$ cat config.mk
export PLATFORM = sky130hd
export DESIGN_NAME = vector_logic_controller
export DESIGN_NICKNAME = d
export VERILOG_FILES = /design/src/rtl/vector_logic_controller.sv
export SDC_FILE = /design/constraint.sdc
export NUM_CORES = 1
export LEC_CHECK = 0
export BUFFER_PORTS_ARGS = -buffer_cell sky130_fd_sc_hd__buf_4
export CAP_MARGIN = 30
export CORE_MARGIN = 10
export CORE_UTILIZATION = 34
export DETAILED_ROUTE_END_ITERATION = 10
export RECOVER_POWER = 100
export SLEW_MARGIN = 20
export SYNTH_ARGS = -nofsm -noshare
export SYNTH_HDL_FRONTEND = slang
export SYNTH_SLANG_ARGS = --single-unit
$ cat constraint.sdc
create_clock -name CLK -period 5.5 [get_ports CLK]
set_input_delay 1.375 -clock CLK [delete_from_list [all_inputs] [get_ports CLK]]
set_output_delay 1.375 -clock CLK [all_outputs]
set_load 0.02 [all_outputs]
$ cat src/rtl/vector_logic_controller.sv
// Purpose: sequences a SIZE_IN-element bitwise logic op (AND..PASS) over requested A/B operand pairs.
// Latency: result 1 cycle after the pair completes; READY or next request 2 cycles after; >= 3 cycles/element.
// Backpressure: operands are pulled with a one-cycle DATA_ENABLE request; the engine waits indefinitely in INPUT.
// Optional build macro VECTOR_LOGIC_ERROR_EN adds the ERROR output (zero-size start, duplicate operand enable).
module vector_logic_controller #(
    parameter int DATA_SIZE    = 64,
    parameter int CONTROL_SIZE = 64
) (
    input  logic                    CLK,
    input  logic                    RST,
    input  logic                    START,
    output logic                    READY,
    input  logic [2:0]              OPCODE_IN,
    input  logic [CONTROL_SIZE-1:0] SIZE_IN,
    input  logic                    DATA_A_IN_ENABLE,
    input  logic                    DATA_B_IN_ENABLE,
    input  logic [DATA_SIZE-1:0]    DATA_A_IN,
    input  logic [DATA_SIZE-1:0]    DATA_B_IN,
    output logic                    DATA_ENABLE,
    output logic                    DATA_OUT_ENABLE,
    output logic [CONTROL_SIZE-1:0] INDEX_OUT,
    output logic [DATA_SIZE-1:0]    DATA_OUT
`ifdef VECTOR_LOGIC_ERROR_EN
    ,
    output logic                    ERROR
`endif
);

    typedef enum logic [1:0] {
        IDLE  = 2'd0,
        INPUT = 2'd1,
        ENDER = 2'd2,
        NEXT  = 2'd3
    } state_t;

    state_t                    state;
    state_t                    state_nxt;

    logic [CONTROL_SIZE-1:0]   size_r;
    logic [CONTROL_SIZE-1:0]   index_r;
    logic [2:0]                opcode_r;
    logic [DATA_SIZE-1:0]      a_r;
    logic [DATA_SIZE-1:0]      b_r;
    logic                      a_vld;
    logic                      b_vld;

    logic                      ready_nxt;
    logic                      data_enable_nxt;
    logic                      data_out_enable_nxt;

    logic                      in_input;
    logic                      a_take;
    logic                      b_take;
    logic                      pair_done;
    logic                      last_elem;
    logic [DATA_SIZE-1:0]      a_eff;
    logic [DATA_SIZE-1:0]      b_eff;
    logic [DATA_SIZE-1:0]      result;

    // Bitwise operation selected by the latched opcode; NOT and PASS look at A only.
    function automatic logic [DATA_SIZE-1:0] apply_op(input logic [2:0]           op,
                                                      input logic [DATA_SIZE-1:0] a,
                                                      input logic [DATA_SIZE-1:0] b);
        logic [DATA_SIZE-1:0] r;
        case (op)
            3'd0:    r = a & b;
            3'd1:    r = a | b;
            3'd2:    r = a ^ b;
            3'd3:    r = ~(a ^ b);
            3'd4:    r = ~(a & b);
            3'd5:    r = ~(a | b);
            3'd6:    r = ~a;
            default: r = a;
        endcase
        return r;
    endfunction

    // An operand already held keeps precedence: a repeat enable for it never overwrites it.
    always_comb begin
        in_input  = (state == INPUT);
        a_take    = in_input && DATA_A_IN_ENABLE && !a_vld;
        b_take    = in_input && DATA_B_IN_ENABLE && !b_vld;
        pair_done = (a_vld || DATA_A_IN_ENABLE) && (b_vld || DATA_B_IN_ENABLE);
        a_eff     = a_vld ? a_r : DATA_A_IN;
        b_eff     = b_vld ? b_r : DATA_B_IN;
        result    = apply_op(opcode_r, a_eff, b_eff);
        // size_r is never zero once a vector is running, so size_r-1 cannot underflow here.
        last_elem = (index_r == (size_r - CONTROL_SIZE'(1)));
    end

    // State register.
    always_ff @(posedge CLK or negedge RST) begin
        if (!RST) begin
            state <= IDLE;
        end else begin
            state <= state_nxt;
        end
    end

    // Next-state decode and next values of the one-cycle pulse outputs.
    always_comb begin
        state_nxt           = state;
        ready_nxt           = 1'b0;
        data_enable_nxt     = 1'b0;
        data_out_enable_nxt = 1'b0;
        case (state)
            IDLE: begin
                if (START) begin
                    if (SIZE_IN == '0) begin
                        ready_nxt = 1'b1;
                    end else begin
                        state_nxt       = INPUT;
                        data_enable_nxt = 1'b1;
                    end
                end
            end
            INPUT: begin
                if (pair_done) begin
                    state_nxt           = ENDER;
                    data_out_enable_nxt = 1'b1;
                end
            end
            ENDER: begin
                state_nxt       = NEXT;
                ready_nxt       = last_elem;
                data_enable_nxt = !last_elem;
            end
            NEXT: begin
                state_nxt = last_elem ? IDLE : INPUT;
            end
            default: begin
                state_nxt = IDLE;
            end
        endcase
    end

    // Pulse outputs are registered so they are glitch-free single-cycle strobes.
    always_ff @(posedge CLK or negedge RST) begin
        if (!RST) begin
            READY           <= 1'b0;
            DATA_ENABLE     <= 1'b0;
            DATA_OUT_ENABLE <= 1'b0;
        end else begin
            READY           <= ready_nxt;
            DATA_ENABLE     <= data_enable_nxt;
            DATA_OUT_ENABLE <= data_out_enable_nxt;
        end
    end

    // Run context, operand capture, element index and held result.
    always_ff @(posedge CLK or negedge RST) begin
        if (!RST) begin
            size_r    <= '0;
            opcode_r  <= '0;
            index_r   <= '0;
            a_r       <= '0;
            b_r       <= '0;
            a_vld     <= 1'b0;
            b_vld     <= 1'b0;
            DATA_OUT  <= '0;
            INDEX_OUT <= '0;
        end else begin
            if ((state == IDLE) && START) begin
                size_r   <= SIZE_IN;
                opcode_r <= OPCODE_IN;
                index_r  <= '0;
            end
            if (a_take) begin
                a_r   <= DATA_A_IN;
                a_vld <= 1'b1;
            end
            if (b_take) begin
                b_r   <= DATA_B_IN;
                b_vld <= 1'b1;
            end
            if (in_input && pair_done) begin
                DATA_OUT  <= result;
                INDEX_OUT <= index_r;
            end
            if (state == ENDER) begin
                a_vld <= 1'b0;
                b_vld <= 1'b0;
            end
            if ((state == NEXT) && !last_elem) begin
                index_r <= index_r + CONTROL_SIZE'(1);
            end
        end
    end

`ifdef VECTOR_LOGIC_ERROR_EN
    logic error_nxt;

    // Flag a zero-length start or a repeat enable for an operand that is already held.
    always_comb begin
        error_nxt = ((state == IDLE) && START && (SIZE_IN == '0)) ||
                    (in_input && ((DATA_A_IN_ENABLE && a_vld) || (DATA_B_IN_ENABLE && b_vld)));
    end

    // ERROR is a one-cycle registered pulse.
    always_ff @(posedge CLK or negedge RST) begin
        if (!RST) begin
            ERROR <= 1'b0;
        end else begin
            ERROR <= error_nxt;
        end
    end
`endif

endmodule

---- Yosys cells after proc, flatten, opt, wreduce, memory -nomap -nowiden ----
Index checks and enable logic that the tools add are counted.
storage, ports and cells
  bits in registers ....................... 394
  input port bits ......................... 200
  output and inout port bits .............. 131
  logic and storage cells ................. 77
cells by class
  add/sub/neg operators ................... 2
  equal/unequal tests ..................... 13
  multiplexer cells ....................... 22
  bitwise gates (word level) .............. 7
  reductions and logical operators ........ 20
operators by type and width
  operator                                             count
  case mux 64 bit (7 select lines)                     1
  two-way mux 64 bit                                   4
  inverter 64 bit                                      4
  adder 64 x 1 -> 64 bit, second input constant        1
  AND 64 bit                                           1
  equality test 64 bit                                 1
  zero test 64 bit                                     1
  OR 64 bit                                            1
  subtractor 64 x 1 -> 64 bit, second input constant   1
  bitwise XOR 64 bit                                   1
  two-way mux 1 bit                                    11
  equality test 3 bit, second input constant           3
  logical AND 1 bit                                    8
  case mux 2 bit (4 select lines)                      1
  equality test 3 x 2 -> 1 bit, second input constant  2
  two-way mux 2 bit                                    3
  nonzero test 2 bit                                   3
  equality test 2 bit, second input constant           2
  inequality test 2 bit, second input constant         2
  case mux 1 bit (2 select lines)                      2
  equality test 3 x 1 -> 1 bit, second input constant  1
  zero test 1 bit                                      3
  zero test 3 bit                                      1
  AND reduction 3 bit                                  1
  other kinds (4)                                      5

---- Logic depth before layout (Yosys ltp) ----
Gate-level depths: netlist (run 1).
  depth after elaboration ................. 5
  gate-level depth with buffers ........... 16

---- Worst setup path before layout (run 1) ----
No wires, ideal clock.
  kind .................................... register to register
  start ................................... register size_r[16]
  end ..................................... register state[0]
  setup time .............................. 131 ps
  data arrival time ....................... 3705 ps
  data required time ...................... 5369 ps
  setup slack ............................. 1664 ps
  cell stages (with the launch flop) ...... 15
  buffers on the path ..................... 4
  period minus slack after synthesis ...... 3836 ps
  path through ............................ dfrtp_1 -> or4_1 -> or4b_1 -> buf_2 -> or2_4 -> o31ai_1 -> nand3b_1 -> or4_4 -> nor4b_4 -> a21boi_2 -> buf_6 -> buf_6 -> buf_6 -> o31ai_2 -> o31ai_1
between the ends
  longest elaborated chain between the ends .. 4
RTL lines
  item                             line  RTL
  start: declaration               39    logic [CONTROL_SIZE-1:0] size_r;
  start signal: assignment         153   size_r <= '0;
  start signal: assignment         164   size_r <= SIZE_IN;
  subtractor 64 x 1 -> 64 bit      88    last_elem = (index_r == (size_r - CONTROL_SIZE'(1)));
  equality test 64 bit             88
  two-way mux 1 bit                129   state_nxt = last_elem ? IDLE : INPUT;
  case mux 2 bit (4 select lines)  106   case (state)
  end signal: assignment           96    state <= state_nxt;
  end: declaration                 36    state_t state;
No other way between the ends.
A chain may end at the register's enable or synchronous reset.

---- Final worst setup path (run 1) ----
  start ................................... register size_r[16]
  end ..................................... register index_r[60]
between the ends
  longest elaborated chain between the ends .. 5
RTL lines
  item                                                             line  RTL
  subtractor 64 x 1 -> 64 bit *                                    88
  equality test 64 bit *                                           88
  zero test 1 bit *                                                184   if ((state == NEXT) && !last_elem) begin
  logical AND 1 bit *                                              184
  two-way mux 64 bit / nonzero test 2 bit (equally long branches)  -
  end signal: assignment                                           185   index_r <= index_r + CONTROL_SIZE'(1);
  end: declaration                                                 40    logic [CONTROL_SIZE-1:0] index_r;
Mark *: on every way between the ends. The rest lies on a longest branch, timed or not.

==> metrics.md, run 1 <==
| Metric | Value |
|---|---|
| CP startpoint kind | flip-flop |
| Async SR Flop Fraction | 100% |
| # rows | 100 |
| Mapped Nets | 3050 |
| Most frequent cells in the layout | dfrtp_1, nand2_1, mux2_2, buf_4, inv_1 |
| WL met2 | 36.8 mm |
| Crit-path slowest cell | or4b_1 |
| Iter 0 DRT Violations | 1322 |
| Die width | 294 um |
| H-Tree Depth | 2 |
| Warnings, synthesis | 0 |
| Setup_tns | 0 ns |
| Top_reg_cell synth | dfrtp_1 |
| Remaining antenna violation count after routing | 0 |
| Number of global-route vias before repair | 19700 |
| WL met3 | 3.94 mm |
| Worst min-delay path class | flip-flop to flip-flop |
| Worst setup path endpoint | index_r[60] |
| Top Family by Delay on Critical Path | simple AND/OR/NAND/NOR gates |
| Worst slew margin | -141% |
| Global-route usage over all layers | 17.4% |
| Final Util | 40.2% |
| Met1 wire length | 35.2 mm |
| Clk_skew | 0.0167 ns |
| Die H | 294 um |
| Pin count of the biggest net entering global routing | 107 |
| Buffers on Ports | 330 |
| Clock latency on the worst-skew pair | 0.59 ns |
| I/O pin total | 331 |
| CP cell instances | or4_1, or4b_1, or4_1, nor3_1, o22ai_1, a2111oi_0, and4b_1, a21boi_0, a21oi_4, clkbuf_2, a221o_1 |
| Area Growth Syn to Fin | 17.4% |
| Critical Path RT | 6.01 ns |
| First-pass GRT wire length | 119 mm |
| DR DRC count | 0 |
| Synth Area per Inst | 9.37 sq um |
| Worst-path clk slew | 0.06 ns |
| LEAKAGE | 0.0135 uW |
| Final net count | 3281 |
| CP max FO | 16 |
| Least-Margin Pin Slew | 3.61 ns |
| GRT overflow | 0 |
| Max incr delay on CP | 0.70 ns |
| Final Hold Violating Endpoints | 0 |
| Max rail drop VDD | 0.300 mV |
| CTS Sinks | 394 |
| Worst flop-to-flop path endpoint | index_r[60] |
| WS Path Type | flip-flop to flip-flop |
| RSZ-0062 raised after global routing | no |
| Initial Util | 34.2% |
| Total number of cells along the worst setup path | 11 |
| Cts hold-fix bufs | 0 |
| Hpwl dp | 55.7 mm |
| DR top layer | met5 |
| Post-Synthesis Cells | 2716 |
| Total number of vias | 20500 |
| Die area | 0.0862 sq mm |
| Setup Buffers After CTS | 0 |
| CTS tree | built |
| Post-Syn Area | 0.0254 sq mm |
| Root buffer cell | clkbuf_16 |
| Clk buf depth | 3 |
| WP buf/inv | 1 |
| Crit-path most repeated cell | or4_1 |
| RD Place Congestion | 0.905 |
| R2R Path Start | size_r[16] |
| Antenna violations before repair | 2 |
| Tcrit/Tclk final | 88.6% |
| Violated checks | capacitance limit, slew limit |
| TritonRoute pass-1 iters | 5 |
| CP arrival | 5.38 ns |
| Seq/Total Area, Yosys | 38.8% |
| R2r setup slk | 0.63 ns |
| CTS buffer count | 49 |
| Endpoints failing setup | 0 |
| Maxcap violations | 8 |
| Hold depth | 2 |
| Share of cells above drive strength 1 | 19.1% |
| Post-CTS Resized | 0 |
| Synth cell types | 67 |
| Crit path from | size_r[16] |
| Leading cell type in the layout, fill and taps excluded | dfrtp_1 |
| Synthesis-stage register bit count | 394 |
| WL per Instance | 19.6 um |
| Max Transition Viols Final | 499 |
| Pwr/cell area | 567 mW/mm^2 |
| Drt via density | 5.18 |
| Final WL | 77.7 mm |
| Status | finished, violations left |
| Post-synth EDFFs | 0 |
| CP endpoint kind | flip-flop |
| Core box area | 0.0743 sq mm |
| R2R depth | 11 |
| Post-layout minimum cycle time | 4.87 ns |
| F_max | 205 MHz |
==> synthesized netlist by cell type, drive strengths merged (56+ instances only) <==
master  instances  area [sq um]
dfrtp         394          9860
nand2         324          1220
mux2          242          2730
inv           185           694
mux2i         170          1700
o21ai         166           831
clkbuf        148           556
ha            134          1680
a21oi         131           667
nor2          111           417
xnor2         106           928
nor4           56           363
==> worst min-delay path: stages (launching register included) <==
cell and delay, ns:
dfrtp_1 0.34, nand2_1 0.04, o21ai_0 0.06
==> logic make-up (layout without fill, tap and decap cells) <==
logic type      count (synthesis)  after routing  synth area share, %
mux                           412            412                 17.4
flops                         394            394                 38.8
xor+xnor                      141            141                 4.85
simple gates                  760            760                 14.5
compound gates                505            505                 12.3
buf+inv                       370            640                 5.62
other cells                     0              1                    0
fa+ha+maj                     134            134                 6.59
==> through the flow <==
stage | instance area [sq um] | power [uW] | hold WS, ns | setup slack [ns] | cells
2_1_floorplan | 25400 | 11400 | 0.479 | 1.66 | 2716
3_3_place_gp | 28800 | 13700 | 0.462 | 1.02 | 3862
3_5_place_dp | 28800 | 13800 | 0.465 | 0.949 | 3863
4_1_cts | 30400 | 17300 | 0.481 | 0.908 | 3953
5_1_grt | 29900 | 18300 | 0.492 | 0.329 | 3956
6_report | 29900 | 16900 | 0.475 | 0.629 | 3956
==> final cells by class <==
| class | count | area [sq um] |
|---|---|---|
| multi-input combinational | 1952 | 14200 |
| inverter | 185 | 694 |
| timing repair buffer | 365 | 2270 |
| tap | 969 | 1210 |
| sequential | 394 | 9870 |
| fill | 7461 | 44400 |
| clock inverter | 16 | 138 |
| clock buffer | 74 | 1530 |
| antenna | 1 | 2.50 |
==> power by group <==
part	internal [uW]	total, uW	switching, uW
Sequential	4070	5440	1370
Clock	2010	3350	1340
Combinational	3640	8150	4510
==> sequential cells by signal (all words and copies together) (netlist names) <==
signal	count
DATA_OUT	64
INDEX_OUT	64
a_r	64
b_r	64
index_r	64
size_r	64
opcode_r	3
state	2
DATA_ENABLE	1
DATA_OUT_ENABLE	1
READY	1
a_vld	1
b_vld	1
==> how the worst min path moves through the flow <==
stage,from,end
final,DATA_OUT[59],DATA_OUT[59]
after global routing,INDEX_OUT[23],INDEX_OUT[23]
after CTS,INDEX_OUT[42],INDEX_OUT[42]
after detailed placement,INDEX_OUT[36],INDEX_OUT[36]
after global placement,INDEX_OUT[11],INDEX_OUT[11]
after floorplan,a_r[0],a_r[0]
==> routing by layer <==
metal	vias up	track usage (%)
li1	10000	-
met1	9938	22.8
met2	428	28.8
met3	91	3.50
met4	2	4.65
met5	-	0
No activity file was read; power rests on OpenSTA's default activity.
==> inputs of run 2 (changes only) <==
Settings changed: CORE_UTILIZATION 34 to 45.
==> run 2 against run 1 <==
The flow still finishes with violations (capacitance limit, slew limit). Combinational power grew 2%. Sequential cell count did not move. Clock-buffer cell count up 4. Routed wire length is 4.7% higher. Clock skew rose by 0.0086 ns. Die area fell by 23%. Critical endpoint is now index_r[62]. Largest cell class unchanged.
==> metrics.md, run 2 (synthesis results as in run 1) <==
| Metric | Value |
|---|---|
| Status | finished, violations left |
| Violated checks | capacitance limit, slew limit |
| Crit-path most repeated cell | or4_1 |
| Leading cell type in the layout, fill and taps excluded | dfrtp_1 |
| Global-route usage over all layers | 23.7% (+6.3 points) |
| CTS buffer count | 48 (-2.0%) |
| Int Power | 9550 uW (-1.6%) |
| Placed instance count | 3650 (-5.5%) |
| Iter 0 DRT Violations | 1408 (+6.5%) |
| Hold endpoint | INDEX_OUT[1] |
| Final Hold Violating Endpoints | 0 (unchanged) |
| R2R Path Start | size_r[16] |
| Initial Util | 45.3% (+11 points) |
| Setup Buffers After CTS | 0 (unchanged) |
| Pre-CTS WS | 0.863 ns (-0.0857 ns) |
| Final WL | 81.3 mm (+4.7%) |
| CP endpoint kind | flip-flop |
| Hold path start | INDEX_OUT[1] |
| Most frequent cells in the layout | dfrtp_1, nand2_1, mux2_2, buf_4, inv_1 |
| Design Area, Final | 0.0294 sq mm (-1.4%) |
| Remaining antenna violation count after routing | 0 (unchanged) |
| DR DRC count | 0 (unchanged) |
| Worst-path clk slew | 0.06 ns (about the same) |
| Top Family by Delay on Critical Path | simple AND/OR/NAND/NOR gates |
| DP Area | 0.0285 sq mm (-0.81%) |
| Buffers on Ports | 330 (unchanged) |
| Switch share | 43.5% (+0.87 points) |
| GRT overflow | 0 (unchanged) |
| Clock latency on the worst-skew pair | 0.60 ns (about the same) |
| Hold depth | 2 (unchanged) |
| CTS Sinks | 394 (unchanged) |
| Minimum hold slack | 0.472 ns (-0.00276 ns) |
| Crit-path slowest cell | or4b_1 |
| WS Path Type | flip-flop to flip-flop |
| Max incr delay on CP | 0.70 ns (about the same) |
| Maxcap violations | 7 (-1) |
| Non-filler cells, final | 3737 (-5.5%) |
| LEAKAGE | 0.0134 uW (-0.79%) |
| RD Place Congestion | 0.907 (+0.20%) |
| Die H | 258 um (-12%) |
| Setup_tns | 0 ns (unchanged) |
| Share of cells above drive strength 1 | 18.8% (-0.37 points) |
| Area Growth Syn to Fin | 15.7% |
| Total number of vias | 21300 (+4.0%) |
| RSZ-0062 raised after global routing | no |
| Die area | 0.0665 sq mm (-23%) |
| Final setup margin | 0.582 ns (-0.0470 ns) |
| TritonRoute pass-1 iters | 6 (+1) |
| WP buf/inv | 1 (unchanged) |
| Core box area | 0.0562 sq mm (-24%) |
| # rows | 87 (-13%) |
| N_diodes | 0 (-1) |
| CP startpoint kind | flip-flop |
| Drt via density | 5.70 (+10%) |
| I/O pin total | 331 (unchanged) |
| Tcrit/Tclk final | 89.4% (+0.85 points) |
| WL per Instance | 21.8 um (+11%) |
| R2R depth | 11 (unchanged) |
| Max rail drop VDD | 0.536 mV (+79%) |
| Max Transition Viols Final | 362 (-27%) |
| Root buffer cell | clkbuf_16 |
| Antenna violations before repair | 5 (+3) |
| Pin count of the biggest net entering global routing | 222 (+110%) |
| Clk buf depth | 3 (unchanged) |
| Worst slew margin | -95.9% (+45 points) |
| Pwr/cell area | 574 mW/mm^2 (+1.3%) |
| CP arrival | 5.38 ns (about the same) |
| Share of total power in the clock network | 18.2% (-1.6 points) |
| CP cell instances | or4_1, or4b_1, or4_1, nor3_1, o22ai_1, a2111oi_0, and4b_1, a21boi_1, buf_12, and3_1, a221o_1 |
| CP max FO | 72 (+56) |
| Final net count | 3278 (-0.091%) |
| Cts hold-fix bufs | 0 (unchanged) |
| H-Tree Depth | 2 (unchanged) |
| Worst min-delay path class | flip-flop to flip-flop |
| Net Sw Power | 7360 uW (+1.9%) |
| Least-Margin Pin Slew | 2.94 ns (-0.676 ns) |
| Comb pwr share | 49.3% (+1.2 points) |
| F_max | 203 MHz (-0.96%) |
| CTS tree | built |
| R2r setup slk | 0.58 ns (-0.05 ns) |
| Critical Path RT | 5.96 ns (-0.05 ns) |
| Post-layout minimum cycle time | 4.92 ns (+0.0470 ns) |
| Clk_skew | 0.0253 ns (+0.00862 ns) |
| Sequential share of power | 32.5% (+0.4 points) |
| Number of global-route vias before repair | 21500 (+9.0%) |
| Hpwl dp | 58.4 mm (+4.8%) |
| Post-CTS Resized | 0 (unchanged) |
| Die width | 258 um (-12%) |
| Worst flop-to-flop path endpoint | index_r[62] |
| Endpoints failing setup | 0 (unchanged) |
| First-pass GRT wire length | 125 mm (+5.2%) |
## run 2: cell count changes in the layout (fill, tap and decap cells not counted), moves of 2 or more
cell	before	now
buf_12	3	5
clkbuf_16	51	48
clkbuf_8	17	13
bufinv_16	2	0
clkbuf_1	142	151
clkinv_2	12	6
clkbuf_2	6	9
buf_4	218	214
## run 2: metrics by stage
stage                     util, %  total power [uW]
final                        52.4             16900
after global routing         52.4             18200
after CTS                    53.5             17200
after detailed placement     50.8             14000
after global placement       50.8             13700
after floorplan                 -             11400
## run 2: how the worst max path moves through the flow
| stage | startpoint | endpoint | depth (start not counted) |
|---|---|---|---|
| detailed placement | size_r[16] | index_r[60] | 11 |
| global placement | size_r[16] | index_r[63] | 11 |
| finish | size_r[16] | index_r[62] | 11 |
| CTS | size_r[16] | index_r[60] | 11 |
| floorplan | size_r[16] | state[0] | 14 |
| global route | size_r[16] | index_r[62] | 11 |
## run 2: power by group through the flow
stage | Combinational [uW] | Sequential [uW] | Clock (uW)
after floorplan | 6290 | 5100 | 0
after global placement | 8160 | 5500 | 0
after detailed placement | 8470 | 5560 | 0
after CTS | 8530 | 5520 | 3150
after global routing | 9250 | 5680 | 3250
final | 8340 | 5500 | 3070
## run 2: cell type report
class | instances | area (sq um)
Clock inverter | 9 | 63.8
Clock buffer | 78 | 1440
Multi-Input combinational cell | 1952 | 14200
Inverter | 185 | 694
Timing Repair Buffer | 363 | 2270
Sequential cell | 394 | 9870
Fill cell | 5253 | 26700
Tap cell | 756 | 946
## run 2: worst reg2reg max path: stages, from the launching register on
cell,delay (ns)
dfrtp_1,0.45
or4_1,0.59
or4b_1,0.70
or4_1,0.58
nor3_1,0.21
o22ai_1,0.10
a2111oi_0,0.70
and4b_1,0.38
a21boi_1,0.30
buf_12,0.31
and3_1,0.22
a221o_1,0.25
## run 2: routing by layer
metal  wire [um]  vias up  global-route usage [%]
met5          47        -                       0
met4        2370        8                    7.97
met3        3960      124                    3.95
met2       39500      589                    40.5
met1       35400    10600                    29.9
li1            -    10000                       -
